### src/rtl/sparc_exu_ecl_shftctl_pkg.sv
// Shared EXU shift-control definitions: shift-op encodings and select width.
package sparc_exu_ecl_shftctl_pkg;

  typedef enum logic [1:0] {
    SHOP_SLL  = 2'b00,
    SHOP_SRL  = 2'b01,
    SHOP_SRA  = 2'b10,
    SHOP_RSVD = 2'b11
  } shift_op_e;

  // Width of the one-hot shift4/shift1 mux selects.
  localparam int SEL_W = 4;

endpackage

### src/rtl/sparc_exu_ecl_shftctl_dec2to4.sv
// 2-bit to one-hot-4 decoder driving a shifter mux select.
module sparc_exu_ecl_dec2to4
  import sparc_exu_ecl_shftctl_pkg::*;
(
  input  logic [1:0]       sel,
  output logic [SEL_W-1:0] onehot
);

  // Exactly one bit set for every input, so the mux is never left undriven.
  always_comb begin
    onehot      = '0;
    onehot[sel] = 1'b1;
  end

endmodule

### src/rtl/sparc_exu_ecl_shftctl.sv
// Shifter control: captures shift ops in D, holds them in E under
// stall/kill, drives the barrel-shifter controls in E and flags W validity.
module sparc_exu_ecl_shftctl
  import sparc_exu_ecl_shftctl_pkg::*;
(
  input  logic             rclk,
  input  logic             rst_l,
  input  logic             ifu_exu_shift_d,
  input  logic [1:0]       ifu_exu_shiftop_d,
  input  logic             ifu_exu_op32_d,
  input  logic             ifu_exu_flush_d,
  input  logic             ecl_stall_e,
  input  logic             ifu_exu_kill_e,
  input  logic [63:0]      byp_alu_rs1_data_e,
  input  logic [3:0]       byp_alu_rs2_data_e,
  output logic             ecl_shft_enshift_e_l,
  output logic             ecl_shft_lshift_e_l,
  output logic             ecl_shft_op32_e,
  output logic [SEL_W-1:0] ecl_shft_shift4_e,
  output logic [SEL_W-1:0] ecl_shft_shift1_e,
  output logic             ecl_shft_extendbit_e,
  output logic             ecl_shft_extend32bit_e_l,
  output logic             shft_valid_w
);

  logic      valid_e;
  shift_op_e op_e;
  logic      op32_e;
  logic      valid_d;
  logic      sra_e;
  logic      sgn_e;

  // Reserved encoding and flushed ops never enter E as valid.
  assign valid_d = ifu_exu_shift_d & ~ifu_exu_flush_d &
                   (ifu_exu_shiftop_d != SHOP_RSVD);

  // E register: load from D when not stalled; a kill while stalled still
  // drops the held op so it cannot issue once the stall releases.
  always_ff @(posedge rclk) begin
    if (!rst_l) begin
      valid_e <= 1'b0;
      op_e    <= SHOP_SLL;
      op32_e  <= 1'b0;
    end else if (!ecl_stall_e) begin
      valid_e <= valid_d;
      op_e    <= shift_op_e'(ifu_exu_shiftop_d);
      op32_e  <= ifu_exu_op32_d;
    end else if (ifu_exu_kill_e) begin
      valid_e <= 1'b0;
    end
  end

  // E->W: a stalled E op advances as a bubble; killed ops never reach W.
  always_ff @(posedge rclk) begin
    if (!rst_l) shft_valid_w <= 1'b0;
    else        shft_valid_w <= valid_e & ~ifu_exu_kill_e & ~ecl_stall_e;
  end

  // Direction/enable/fill controls are 0-cycle from the E register.
  assign sra_e = valid_e & (op_e == SHOP_SRA);
  assign sgn_e = op32_e ? byp_alu_rs1_data_e[31] : byp_alu_rs1_data_e[63];

  assign ecl_shft_enshift_e_l     = ~valid_e;
  assign ecl_shft_lshift_e_l      = ~(valid_e & (op_e == SHOP_SLL));
  assign ecl_shft_op32_e          = valid_e & op32_e;
  assign ecl_shft_extendbit_e     = sra_e & sgn_e;
  assign ecl_shft_extend32bit_e_l = ~(sra_e & op32_e & byp_alu_rs1_data_e[31]);

  // Only the two sign positions of rs1 matter here.
  logic unused_rs1;
  assign unused_rs1 = ^{byp_alu_rs1_data_e[62:32], byp_alu_rs1_data_e[30:0]};

  // Count decode runs every cycle, valid or not, to keep the muxes one-hot.
  sparc_exu_ecl_dec2to4 u_dec_shift4 (
    .sel    (byp_alu_rs2_data_e[3:2]),
    .onehot (ecl_shft_shift4_e)
  );

  sparc_exu_ecl_dec2to4 u_dec_shift1 (
    .sel    (byp_alu_rs2_data_e[1:0]),
    .onehot (ecl_shft_shift1_e)
  );

endmodule

### config.mk
export PLATFORM = sky130hd
export DESIGN_NAME = sparc_exu_ecl_shftctl
export DESIGN_NICKNAME = d
export VERILOG_FILES = /design/src/rtl/sparc_exu_ecl_shftctl_pkg.sv /design/src/rtl/sparc_exu_ecl_shftctl_dec2to4.sv /design/src/rtl/sparc_exu_ecl_shftctl.sv
export SDC_FILE = /design/constraint.sdc
export NUM_CORES = 1
export LEC_CHECK = 0
export ABC_CLOCK_PERIOD_IN_PS = 2850
export BUFFER_PORTS_ARGS = -buffer_cell sky130_fd_sc_hd__buf_2
export CAP_MARGIN = 20
export CORE_MARGIN = 4
export CORE_UTILIZATION = 20
export CTS_BUF_LIST = sky130_fd_sc_hd__clkbuf_4
export DETAILED_ROUTE_END_ITERATION = 7
export PLACE_DENSITY = 0.87
export SYNTH_ARGS = -nofsm -noshare
export SYNTH_HDL_FRONTEND = slang
export SYNTH_SLANG_ARGS = --single-unit
### constraint.sdc
create_clock -name rclk -period 2.85 [get_ports rclk]
set_clock_uncertainty 0.2 [all_clocks]
set_input_delay 0.7125 -clock rclk [delete_from_list [all_inputs] [get_ports rclk]]
set_output_delay 0.7125 -clock rclk [all_outputs]
set_load 0.005 [all_outputs]
==> results of run 1 <==
-- cell usage in the layout, fill, tap and decap left out --
master / Yosys / layout
buf_2: 0 / 28
nor2b_1: 8 / 8
clkbuf_4: 0 / 4
dfxtp_1: 5 / 5
inv_1: 1 / 1
nor4b_1: 1 / 1
nand4_1: 1 / 1
and2_1: 3 / 3
and3_1: 1 / 1
mux2i_1: 3 / 3
nand2_1: 1 / 1
nand2b_1: 1 / 1
mux2_1: 1 / 1
a41o_1: 1 / 1
nor2_1: 3 / 3
and4b_1: 1 / 1
-- path summary, 6_finish.rpt --
check | start | slack [ns] | end
max reg2reg | valid_e$_SDFFE_PN0P_ | 1.83 | valid_e$_SDFFE_PN0P_
min reg2reg | valid_e$_SDFFE_PN0P_ | 0.29 | shft_valid_w$_SDFF_PN0_
max | byp_alu_rs1_data_e[31] | 0.55 | ecl_shft_extendbit_e
min | valid_e$_SDFFE_PN0P_ | 0.29 | shft_valid_w$_SDFF_PN0_
-- report_power, final --
group	switching [W]	total [W]	leakage (nW)	internal, W
logic	0.0000139	0.0000330	0.198	0.0000191
registers	0.00000237	0.0000756	0.0410	0.0000733
clock network	0.0000274	0.0000897	0.0184	0.0000623
-- synth_stat cells --
| master | count |
|---|---|
| a41o_1 | 1 |
| mux2_1 | 1 |
| buf_6 | 1 |
| nor4b_1 | 1 |
| and3_1 | 1 |
| nand2_1 | 1 |
| dfxtp_1 | 5 |
| nand4_1 | 1 |
| and4b_1 | 1 |
| nor2b_1 | 8 |
| nor2_1 | 3 |
| and2_1 | 3 |
| nand2b_1 | 1 |
| inv_1 | 1 |
| mux2i_1 | 3 |
-- through the flow --
step,cell area [um^2],setup WS [ns],util,total power [W]
CTS,465.4,0.5385,0.3490,0.0002044
global placement,435.4,0.5595,0.3265,0.0001092
global route,465.4,0.5168,0.3490,0.0002106
floorplan,287.8,0.7731,-,0.00009129
finish,465.4,0.5470,0.3490,0.0001984
detailed placement,435.4,0.5388,0.3265,0.0001105
-- state kept, by name (all words and copies together) (netlist names) --
signal        flops
valid_e           1
op_e              2
shft_valid_w      1
op32_e            1
-- per-layer routing --
| metal | wire, um | vias up | GRT usage | share of wire |
|---|---|---|---|---|
| li1 | - | 171 | - | - |
| met1 | 302 | 138 | 0.07944 | 0.38 |
| met2 | 356 | 24 | 0.1236 | 0.44 |
| met3 | 144 | 0 | 0.03953 | 0.18 |
| met4 | 0 | 0 | 0.05114 | 0 |
| met5 | 0 | - | 0 | 0 |
-- logic make-up (layout without fill, tap and decap cells) --
logic type      after synthesis  after routing  share of synthesized area
simple gates                 20             20                     0.4218
flops                         5              5                     0.3478
mux                           4              4                     0.1435
buf+inv                       2             33                    0.05216
compound gates                1              1                    0.03478
-- critical path, delay by kind of cell --
family,cells,cell delay [ns]
buffers and inverters,2,0.22
multiplexers,1,0.28
AND/OR/NAND/NOR,1,0.18
-- final cells by class --
| class | count | area share |
|---|---|---|
| well taps | 15 | 0.04032 |
| repair buffers | 28 | 0.3011 |
| inverters | 1 | 0.008065 |
| flip-flops and latches | 5 | 0.2151 |
| multi-input cells | 25 | 0.3710 |
| clock buffers | 4 | 0.06452 |
==> metrics.txt, run 1 <==
CP dominant cell by count=buf_2; Synth Register Bits=5; clk_lat worst skew=0.24 ns; pwr/cell area=426.2 nW/um^2; RSZ-0062 raised after global routing=no; largest net degree at the start of global routing=7; Post-Route WL=804 um; Critical Path Max Stage Delay=0.28 ns; final non-filler cell total=78; status=complete, no violations; Critical-path top delay cell=mux2_1; Static Leakage=0.2570 nW; Num CTS Buffers=3; Initial Util=0.2158; CP Class=input pin to primary output; placed instance count=between 70 and 80; Worst setup EP type=primary output; post-CTS setup repair buffer count=0; site row count=13; number of vias per cell=about 4.3; VDD IR max=about 0.17 mV; Worst Hold Class=register to register; initial antenna violation count=0; Syn Inst Count=32; CTS Hold Bufs=0; post-synthesis cell area=287.8 um^2; startpoint types=input pin; first-pass iteration count of the detailed router=1; syn nets=109; clk buf depth=2; PostCTS Resize Cnt=0; pins over their slew limit=0; Achievable Freq=434.2 MHz; CTS root buffer=clkbuf_4; Iter 0 DRT Violations=0; CTS clock-pin slew for the worst setup and hold paths=around 0.040 ns; fin nets=141; Ys Warns=0; Vert. Die Dim=45.93 um; Netlist cell types=15; Worst Path Required=1.94 ns; DRC=0; crit-path max FO=2; Antenna Cells=0; largest area contributor in the netlist=dfxtp_1; count of clock tree sinks=5; total of max-cap violations=0; Worst Reg2Reg Path Length in Cells=2; Fin Hold WS=0.2923 ns; global route overflow=0; core area=1334 um^2; sequential cell area=~100 um^2; syn avg cell area=8.993 um^2; Final GP Congestion=about 0.7; Worst Max-Slew Pin Slew=~0.22 ns; Tcrit/Tclk final=0.8081; final worst path period need=2.303 ns; Total GRT Usage=0.07803; via count=333; H-Tree Depth=1; Final ANT Viol Nets=0; Rel. slew slack=0.8499; CTS tree=done; WL/cell=10.31 um; Worst Path Arrival=~1.4 ns; CP Cell Sequence=buf_2 > mux2_1 > and3_1 > buf_2; vias in the first global route=281; Synth area leaders=dfxtp_1 (35%), nor2b_1 (17%), mux2i_1 (10%); number of fill cells=approximately 160; num ports=91; Synth top area share=0.3478; Final setup violation count=0; first-pass GRT wire length=1110 um; Syn-to-layout area delta=61.74%; Multi-input gate area=~170 um^2; share of post-route cells with drive strength above 1=0.5079; Fin. Hold Viols=0; setup TNS=0 ns; Hold Path Depth=2; post-synthesis sequential area ratio=0.3478; die width=45.93 um; port bufs=28; full die area=2110 um^2
No activity file was read; power rests on OpenSTA's default activity.
==> inputs of run 2 (changes only) <==
--- a/config.mk
+++ b/config.mk
@@ -5,14 +5,14 @@
 export SDC_FILE = /design/constraint.sdc
 export NUM_CORES = 1
 export LEC_CHECK = 0
-export ABC_CLOCK_PERIOD_IN_PS = 2850
+export ABC_CLOCK_PERIOD_IN_PS = 2300
 export BUFFER_PORTS_ARGS = -buffer_cell sky130_fd_sc_hd__buf_2
 export CAP_MARGIN = 20
 export CORE_MARGIN = 4
-export CORE_UTILIZATION = 20
+export CORE_UTILIZATION = 18
 export CTS_BUF_LIST = sky130_fd_sc_hd__clkbuf_4
 export DETAILED_ROUTE_END_ITERATION = 7
-export PLACE_DENSITY = 0.87
+export PLACE_DENSITY = 0.79
 export SYNTH_ARGS = -nofsm -noshare
 export SYNTH_HDL_FRONTEND = slang
 export SYNTH_SLANG_ARGS = --single-unit
==> constraint.sdc (replaced) <==
create_clock -name rclk -period 2.3 [get_ports rclk]
set_clock_uncertainty 0.2 [all_clocks]
set_input_delay 0.575 -clock rclk [delete_from_list [all_inputs] [get_ports rclk]]
set_output_delay 0.575 -clock rclk [all_outputs]
set_load 0.005 [all_outputs]
==> metrics.txt, run 2 (synthesized netlist as in run 1, its figures left out) <==
status=complete, no violations; Fin Hold WS=0.3029 ns; global route overflow=0; first-pass GRT wire length=between 1000 and 1500 um; hold path start=valid_e$_SDFFE_PN0P_; Syn-to-layout area delta=62.17%; largest net degree at the start of global routing=7; port bufs=28; Multi-input gate area=172.7 um^2; total of max-cap violations=0; Worst Hold Class=register to register; CTS root buffer=clkbuf_4; Achievable Freq=just under 500 MHz; num ports=91; Antenna Cells=0; die width=47.99 um; Critical Path Source=byp_alu_rs1_data_e[31]; Fin. Hold Viols=0; Iter 0 DRT Violations=0; crit-path max FO=2; CTS clock-pin slew for the worst setup and hold paths=0.04 ns; Final GP Congestion=around 0.69; final non-filler cell total=79; count of clock tree sinks=5; H-Tree Depth=1; first-pass iteration count of the detailed router=1; Static Leakage=0.2570 nW; full die area=between 2000 and 2500 um^2; sequential cell area=100.1 um^2; Tcrit/Tclk final=0.8811; CTS tree=done; share of post-route cells with drive strength above 1=0.5079; Initial Util=0.1910; CP Class=input pin to primary output; Num CTS Buffers=3; site row count=14; vias in the first global route=296; initial antenna violation count=0; via count=340; pwr/cell area=between 500 and 600 nW/um^2; launching point of the worst reg2reg path=valid_e$_SDFFE_PN0P_; Final setup violation count=0; post-CTS setup repair buffer count=0; max reg flops=2; commonest non-fill, non-tap cell in the layout=buf_2; clk buf depth=2; Post-Route WL=773 um; final core utilization=0.3098; pins over their slew limit=0; Worst Max-Slew Pin Slew=0.2243 ns; Rel. slew slack=0.8484; setup TNS=0 ns; DRC=0; CTS Hold Bufs=0; RSZ-0062 raised after global routing=no; PostCTS Resize Cnt=0; clk_lat worst skew=around 0.24 ns; WL/cell=9.785 um; VDD IR max=about 0.24 mV; Worst setup EP type=primary output; core area=1506 um^2; final instance area=around 470 um^2; Final ANT Viol Nets=0; placed instance count=75; Worst Path Arrival=1.25 ns; startpoint types=input pin; Vert. Die Dim=between 40 and 50 um; commonest cells after routing, fill and taps aside=buf_2 (28), nor2b_1 (8), dfxtp_1 (5); number of fill cells=between 150 and 200; number of vias per cell=4.304; final worst path period need=2.027 ns; Worst Path Required=1.52 ns; Total GRT Usage=0.07256; Biggest register=op_e; fin nets=141; DP Area=436.7 um^2
[run 2: path summary, 6_finish.rpt]
path,slack [ns],cells after the start,end
min reg2reg,0.30,2,shft_valid_w$_SDFF_PN0_
min,0.30,2,shft_valid_w$_SDFF_PN0_
max reg2reg,1.29,2,valid_e$_SDFFE_PN0P_
max,0.27,4,ecl_shft_extendbit_e
[run 2: final cells by class]
class / count / area share
inverters: 1 / 0.008043
flip-flops and latches: 5 / 0.2145
multi-input cells: 25 / 0.3700
repair buffers: 28 / 0.3003
well taps: 16 / 0.04290
clock buffers: 4 / 0.06434
[run 2: power breakdown]
part | total, W | internal, W | switching [W]
logic | 0.0000405 | 0.0000237 | 0.0000169
registers | 0.0000937 | 0.0000908 | 0.00000290
clock network | 0.000115 | 0.0000774 | 0.0000371
total | 0.000249 | 0.000192 | 0.0000569
[run 2: worst max-delay path, cell delays in order]
cell and delay, ns:
buf_2 0.10, mux2_1 0.28, and3_1 0.17, buf_2 0.12
[run 2: stage by stage]
step	worst slack, ns	total power (W)
global placement	0.2880	0.0001345
detailed placement	0.2698	0.0001363
floorplan	0.4981	0.0001131
CTS	0.2695	0.0002554
global route	0.2340	0.0002649
finish	0.2734	0.0002487
[run 2: routing by layer]
layer	global-route usage	wire, um
met5	0	0
met3	0.06391	213
met4	0.04839	17
met2	0.1082	261
met1	0.06416	281
